$ cat config.mk
export PLATFORM = sky130hd
export DESIGN_NAME = inst_fetch_unit
export DESIGN_NICKNAME = d
export VERILOG_FILES = /design/src/rtl/inst_fetch_unit.sv
export SDC_FILE = /design/constraint.sdc
export NUM_CORES = 1
export LEC_CHECK = 0
export CORE_MARGIN = 5
export CORE_UTILIZATION = 25
export DETAILED_ROUTE_END_ITERATION = 8
export PLACE_DENSITY_LB_ADDON = 0.15
export SLEW_MARGIN = 40
export SYNTH_ARGS = -nofsm -noshare
export SYNTH_HDL_FRONTEND = slang
export SYNTH_SLANG_ARGS = --single-unit
$ cat constraint.sdc
create_clock -name i_clk -period 3.87 [get_ports i_clk]
set_input_delay 0.774 -clock i_clk [delete_from_list [all_inputs] [get_ports i_clk]]
set_output_delay 0.774 -clock i_clk [all_outputs]
set_load 0.02 [all_outputs]
$ cat src/rtl/inst_fetch_unit.sv
// inst_fetch_unit
// Purpose: walks the program counter and fetches one instruction per request
// from the control stage. Each request issues a single read strobe to
// instruction memory, waits a bounded number of cycles for the response, and
// presents the captured instruction together with its PC. Fetching stops for
// good on a program finish, an illegal-instruction marker, a misaligned
// target or a memory timeout; only reset restarts it.
//
// Ports:
//   i_clk           clock, rising edge
//   i_rst_n         asynchronous active-low reset
//   i_inst_next     one-cycle fetch request
//   i_branch_taken  previous instruction branched (sampled with i_inst_next)
//   i_imm           sign-extended branch offset (sampled with i_inst_next)
//   i_finish        program finished, stop fetching
//   o_i_addr        instruction-memory address (current PC)
//   o_i_valid_addr  one-cycle read strobe
//   i_i_inst        instruction-memory read data
//   i_i_valid_inst  read data valid, one cycle
//   o_inst          last captured instruction
//   o_valid_inst    one-cycle pulse, o_inst newly valid
//   o_pc            PC of o_inst
//   o_fetch_err     sticky timeout / misalignment error
//   o_inst_cnt      saturating count of captured instructions

module inst_fetch_unit #(
    parameter int ADDR_W  = 64,
    parameter int INST_W  = 32,
    parameter int TIMEOUT = 16
) (
    input  logic              i_clk,
    input  logic              i_rst_n,
    input  logic              i_inst_next,
    input  logic              i_branch_taken,
    input  logic [ADDR_W-1:0] i_imm,
    input  logic              i_finish,
    output logic [ADDR_W-1:0] o_i_addr,
    output logic              o_i_valid_addr,
    input  logic [INST_W-1:0] i_i_inst,
    input  logic              i_i_valid_inst,
    output logic [INST_W-1:0] o_inst,
    output logic              o_valid_inst,
    output logic [ADDR_W-1:0] o_pc,
    output logic              o_fetch_err,
    output logic [31:0]       o_inst_cnt
);

    typedef enum logic [2:0] {
        S_IDLE,
        S_REQ,
        S_WAIT,
        S_HOLD,
        S_DONE
    } state_t;

    localparam int CNT_W = $clog2(TIMEOUT + 1);

    state_t            state_q, state_d;
    logic [ADDR_W-1:0] pc_q, pc_d;
    logic              first_q, first_d;
    logic [CNT_W-1:0]  wait_cnt_q, wait_cnt_d;
    logic              valid_addr_q, valid_addr_d;
    logic [INST_W-1:0] inst_q, inst_d;
    logic              valid_inst_q, valid_inst_d;
    logic [ADDR_W-1:0] inst_pc_q, inst_pc_d;
    logic              err_q, err_d;
    logic [31:0]       inst_cnt_q, inst_cnt_d;
    logic [ADDR_W-1:0] next_pc;

    // The very first fetch after reset targets address 0 as-is; afterwards
    // the PC advances sequentially or by the branch offset, wrapping freely.
    assign next_pc = first_q ? '0
                   : (i_branch_taken ? pc_q + i_imm : pc_q + ADDR_W'(4));

    always_comb begin
        state_d      = state_q;
        pc_d         = pc_q;
        first_d      = first_q;
        wait_cnt_d   = wait_cnt_q;
        valid_addr_d = 1'b0;
        inst_d       = inst_q;
        valid_inst_d = 1'b0;
        inst_pc_d    = inst_pc_q;
        err_d        = err_q;
        inst_cnt_d   = inst_cnt_q;

        // Finish takes priority over anything else happening in the same cycle.
        if (i_finish) begin
            state_d = S_DONE;
        end else begin
            case (state_q)
                S_IDLE, S_HOLD: begin
                    if (i_inst_next) begin
                        // A misaligned target is fatal: keep the old PC and never strobe.
                        if (next_pc[1:0] != 2'b00) begin
                            err_d   = 1'b1;
                            state_d = S_DONE;
                        end else begin
                            pc_d         = next_pc;
                            first_d      = 1'b0;
                            valid_addr_d = 1'b1;
                            state_d      = S_REQ;
                        end
                    end
                end
                S_REQ: begin
                    wait_cnt_d = '0;
                    state_d    = S_WAIT;
                end
                S_WAIT: begin
                    // A response on the last allowed cycle still wins over the timeout.
                    if (i_i_valid_inst) begin
                        inst_d       = i_i_inst;
                        inst_pc_d    = pc_q;
                        valid_inst_d = 1'b1;
                        if (inst_cnt_q != 32'hFFFF_FFFF) begin
                            inst_cnt_d = inst_cnt_q + 32'd1;
                        end
                        // An all-ones opcode field marks the end of the usable program.
                        state_d = (i_i_inst[6:0] == 7'h7F) ? S_DONE : S_HOLD;
                    end else if (wait_cnt_q == CNT_W'(TIMEOUT - 1)) begin
                        err_d   = 1'b1;
                        state_d = S_DONE;
                    end else begin
                        wait_cnt_d = wait_cnt_q + CNT_W'(1);
                    end
                end
                S_DONE: begin
                    state_d = S_DONE;
                end
                default: begin
                    state_d = S_IDLE;
                end
            endcase
        end
    end

    always_ff @(posedge i_clk or negedge i_rst_n) begin
        if (!i_rst_n) begin
            state_q      <= S_IDLE;
            pc_q         <= '0;
            first_q      <= 1'b1;
            wait_cnt_q   <= '0;
            valid_addr_q <= 1'b0;
            inst_q       <= '0;
            valid_inst_q <= 1'b0;
            inst_pc_q    <= '0;
            err_q        <= 1'b0;
            inst_cnt_q   <= '0;
        end else begin
            state_q      <= state_d;
            pc_q         <= pc_d;
            first_q      <= first_d;
            wait_cnt_q   <= wait_cnt_d;
            valid_addr_q <= valid_addr_d;
            inst_q       <= inst_d;
            valid_inst_q <= valid_inst_d;
            inst_pc_q    <= inst_pc_d;
            err_q        <= err_d;
            inst_cnt_q   <= inst_cnt_d;
        end
    end

    assign o_i_addr       = pc_q;
    assign o_i_valid_addr = valid_addr_q;
    assign o_inst         = inst_q;
    assign o_valid_inst   = valid_inst_q;
    assign o_pc           = inst_pc_q;
    assign o_fetch_err    = err_q;
    assign o_inst_cnt     = inst_cnt_q;

endmodule

==> impl_results.md, run 1 <==
- Cells after DPL: between 2000 and 3000
- Maximum root-to-sink buffer count: 3
- Syn nets: 1644
- DP HPWL: 39300 um
- Max Slew Vio Count: 0
- Int Pwr: 4.28 mW
- Clock network fraction of design power: between 40% and 50%
- Simple-Gate Fraction of Synth Area: 17.7%
- Status: finished clean
- Pwr Density: 304 nW/um2
- Inserted Clock Buffers: 28
- Die Ht: 241 um
- Initial Util: 25.3%
- Sequential share of power: between 30% and 40%
- Most common cell in the netlist: dfrtp_1
- Initial antenna violation count: 1
- Synth Area in XOR/XNOR: 6.52%
- Mapped Area: 13300 um2
- Main combinational cell family by area after synthesis: compound AO/OA/AOI/OAI gates
- Post-Synth Adder-Cell Area: 6.45%
- Top-area cell type share of the netlist area: about two fifths
- Gpl congestion: 0.886
- CP Data Required Time: around 4300 ps
- Min-Delay Path Class: in -> async
- Final Critical Period: 3520 ps
- Power share of the combinational group: 13.7%
- Peak supply drop: 0.315 mV
- Wire per inst: 19.9 um
- Final core utilization: a little over a third
- Clk root buf: clkbuf_16
- First-pass GRT wire length: 77600 um
- Post-CTS Resized: 0
- Final number of setup-violating endpoints: 0
- Startpoint types: input pin
- Final wirelength: a little over 50000 um
- Iter 0 DRT Violations: between 800 and 900
- Max Cap Viol: 0
- Htree depth: 1
- Register area share after synthesis: 38.4%
- DRC: 0
- Skew final: 19.2 ps
- Die ar.: 57900 um2
- Commonest cells post-synth: 203 x dfrtp_1, 157 x nand2_1, 140 x a21oi_1, 115 x o21ai_0, 106 x nor2_1
- Core area: 52700 um2
- LEAKAGE: 8.49 nW
- Critical Path AT: 3970 ps
- Share of layout cells above drive strength 1: 16.9%
- Net Sw Frac: 25.9%
- Fin Setup TNS: 0 ps
- Clk Latency, worst-skew pair: slightly below 600 ps
- Ys Warns: 0
- Multiplexer area fraction after synthesis: 8.98%
- Fin area: 19000 um2
- Synth area leader: dfrtp_1
- Unrepaired setup endpoints after global routing: no
- Max-slew headroom: between 50% and 60%
- Antenna cells: 0
- Flops & latches, synth: 204
- Number of nets in the layout: 2044
- Setup crit end kind: flop
- Largest net degree at the start of global routing: 78
- CTS Hold Bufs: 0
- Crit path kind: in -> reg
- # port buffers: 296
- Cell breakdown of the critical path: clkdlybuf4s50_1 > ha_1 > fa_1 > a21oi_1 > nor3_1 > o211ai_1 > buf_4 > a21oi_1 > a211o_1 > nand3_1 > o31ai_1 > buf_4 > a211oi_1 > xor2_1 > o21ai_0
- Yosys cell types: 70
- Non-Filler Instances: 2581
- GRT Util Overall: 17.0%
- Final antenna-violating net count: 0
- Reg clk slew, reported paths: 60 ps
- Top cells by area, synth: dfrtp_1 38%, mux2_2 8.4%, ha_1 6.3%, a21oi_1 5.3%, nand2_1 4.4%
- Predominant post-synthesis flop cell: dfrtp_1
- Post-synthesis compound-gate area fraction: around a fifth
- Clock sink count: 204
- CTS tree: built
- Count of final hold-check violations: 0
- Post-synth EDFFs: 0
- Avg Cell Area, Syn: 9.02 um2
- Postcts setup bufs: 0
- Drt first pass iters: 5
- FMAX: 0.284 GHz
- Post-Synthesis Cells: 1474
- Die Wd: 241 um
- Max FO, Critical Path: 2
- Post-synth ARST share: 100%
- Remaining Overflow, GRT: 0
- Slew of the pin with the lowest slew margin: 702 ps
- IO Pins: 297
- Slowest cell on the critical path: clkdlybuf4s50_1
- DP Area: 18000 um2
- Vias in the first global route: about 13000
- Fin crit share: 90.9%
- P&R area growth vs syn: 43.1%
- CP peak stage delay: 430 ps
- Row cnt: 84
- Sw Pwr: ~1.5 mW
- Vias: 12800
- Routed vias/inst: 4.97
logic make-up after synthesis:
family	after synthesis
flip-flops	204
AO/OA/AOI/OAI	413
buffers and inverters	96
XOR/XNOR	99
adder cells (fa/ha/maj)	68
multiplexers	107
AND/OR/NAND/NOR	487
worst max-delay path: cells and delay by family:
family | cells | cell delay (ps)
xor+xnor | 1 | 160
compound gates | 7 | 1390
fa+ha+maj | 2 | 650
buf+inv | 3 | 760
simple gates | 2 | 220
path summary, 6_finish.rpt:
check                            start       endpoint  slack [ps]  cells past startpoint
setup reg to reg           o_i_addr[2]   o_i_addr[61]         520                     11
min in group i_clk         o_fetch_err    o_fetch_err         470                      1
hold reg to reg            o_fetch_err    o_fetch_err         470                      1
hold / removal                 i_rst_n       o_pc[34]         180                      1
max in group asynchronous      i_rst_n  o_inst_cnt[5]        2810                      2
setup / recovery              i_imm[0]   o_i_addr[60]         350                     15
stage by stage:
step                      hold slack, ps  power [mW]  setup WS [ps]
after floorplan                      450        2.59            554
after global placement               462        3.00           -281
after detailed placement             459        3.00           -265
after CTS                            204        5.90            365
after global routing                 233        6.06           66.2
final                                181        5.78            353
registers in the layout, indices dropped and copies added, names as in the netlist:
| name | cells |
|---|---|
| o_i_addr | 64 |
| o_pc | 64 |
| o_inst | 32 |
| o_inst_cnt | 32 |
| wait_cnt_q | 5 |
| state_q | 3 |
| first_q | 1 |
| o_fetch_err | 1 |
| o_i_valid_addr | 1 |
| o_valid_inst | 1 |
routing by layer:
layer | up-vias | routed length, um | track usage (%) | part of all wire, %
met5 | - | 0 | 0 | 0
met4 | 0 | 988 | 3.73 | 1.9
met3 | 56 | 2690 | 2.22 | 5.2
met2 | 339 | 23800 | 27.6 | 46
met1 | 6255 | 23900 | 24.5 | 46
li1 | 6185 | - | - | -
area by class of cell:
cell class                      instances  area [um2]
Clock buffer                           40         836
Clock inverter                          9         173
Fill cell                            5308       33600
Inverter                               23        86.3
Multi-Input combinational cell       1174        7820
Sequential cell                       204        5110
Tap cell                              688         861
Timing Repair Buffer                  443        4150
layout by cell type (no fill, tap or decap), types with 5 or more instances in the layout:
master / n
clkdlybuf4s50_1: 294
dfrtp_1: 203
nand2_1: 157
a21oi_1: 140
buf_4: 140
o21ai_0: 115
nor2_1: 105
mux2_2: 99
ha_1: 67
xnor2_1: 65
nand3_1: 49
and3_1: 37
a21o_1: 35
nand4_1: 35
xor2_1: 34
clkbuf_16: 28
nor3_1: 27
inv_1: 22
a31oi_1: 20
and2_1: 16
o21bai_1: 12
a211oi_1: 10
and4_1: 10
o22ai_1: 9
nor2b_1: 9
clkbuf_8: 9
nor4_1: 8
mux2i_1: 8
nand2b_1: 7
or2_2: 7
or3_1: 7
o211ai_1: 7
buf_12: 7
a41oi_1: 6
o221ai_1: 6
a221oi_1: 5
o21a_1: 5
o31ai_1: 5
power groups by stage:
| stage | clock (mW) | combinational (mW) | sequential [mW] |
|---|---|---|---|
| 2_1_floorplan | 0 | 0.376 | 2.21 |
| 6_report | 2.82 | 0.793 | 2.17 |
| 4_1_cts | 2.93 | 0.799 | 2.17 |
| 3_5_place_dp | 0 | 0.794 | 2.21 |
| 3_3_place_gp | 0 | 0.796 | 2.21 |
| 5_1_grt | 3.01 | 0.875 | 2.17 |
Power figures use the tool's default switching activity.
==> run 2: changes to the inputs <==
- CTS_CLUSTER_SIZE: not set -> 12
- GPL_ROUTABILITY_DRIVEN: not set -> 0
==> results of run 2 <==
The final DEF is identical to that of run 1; final timing and power are the same.
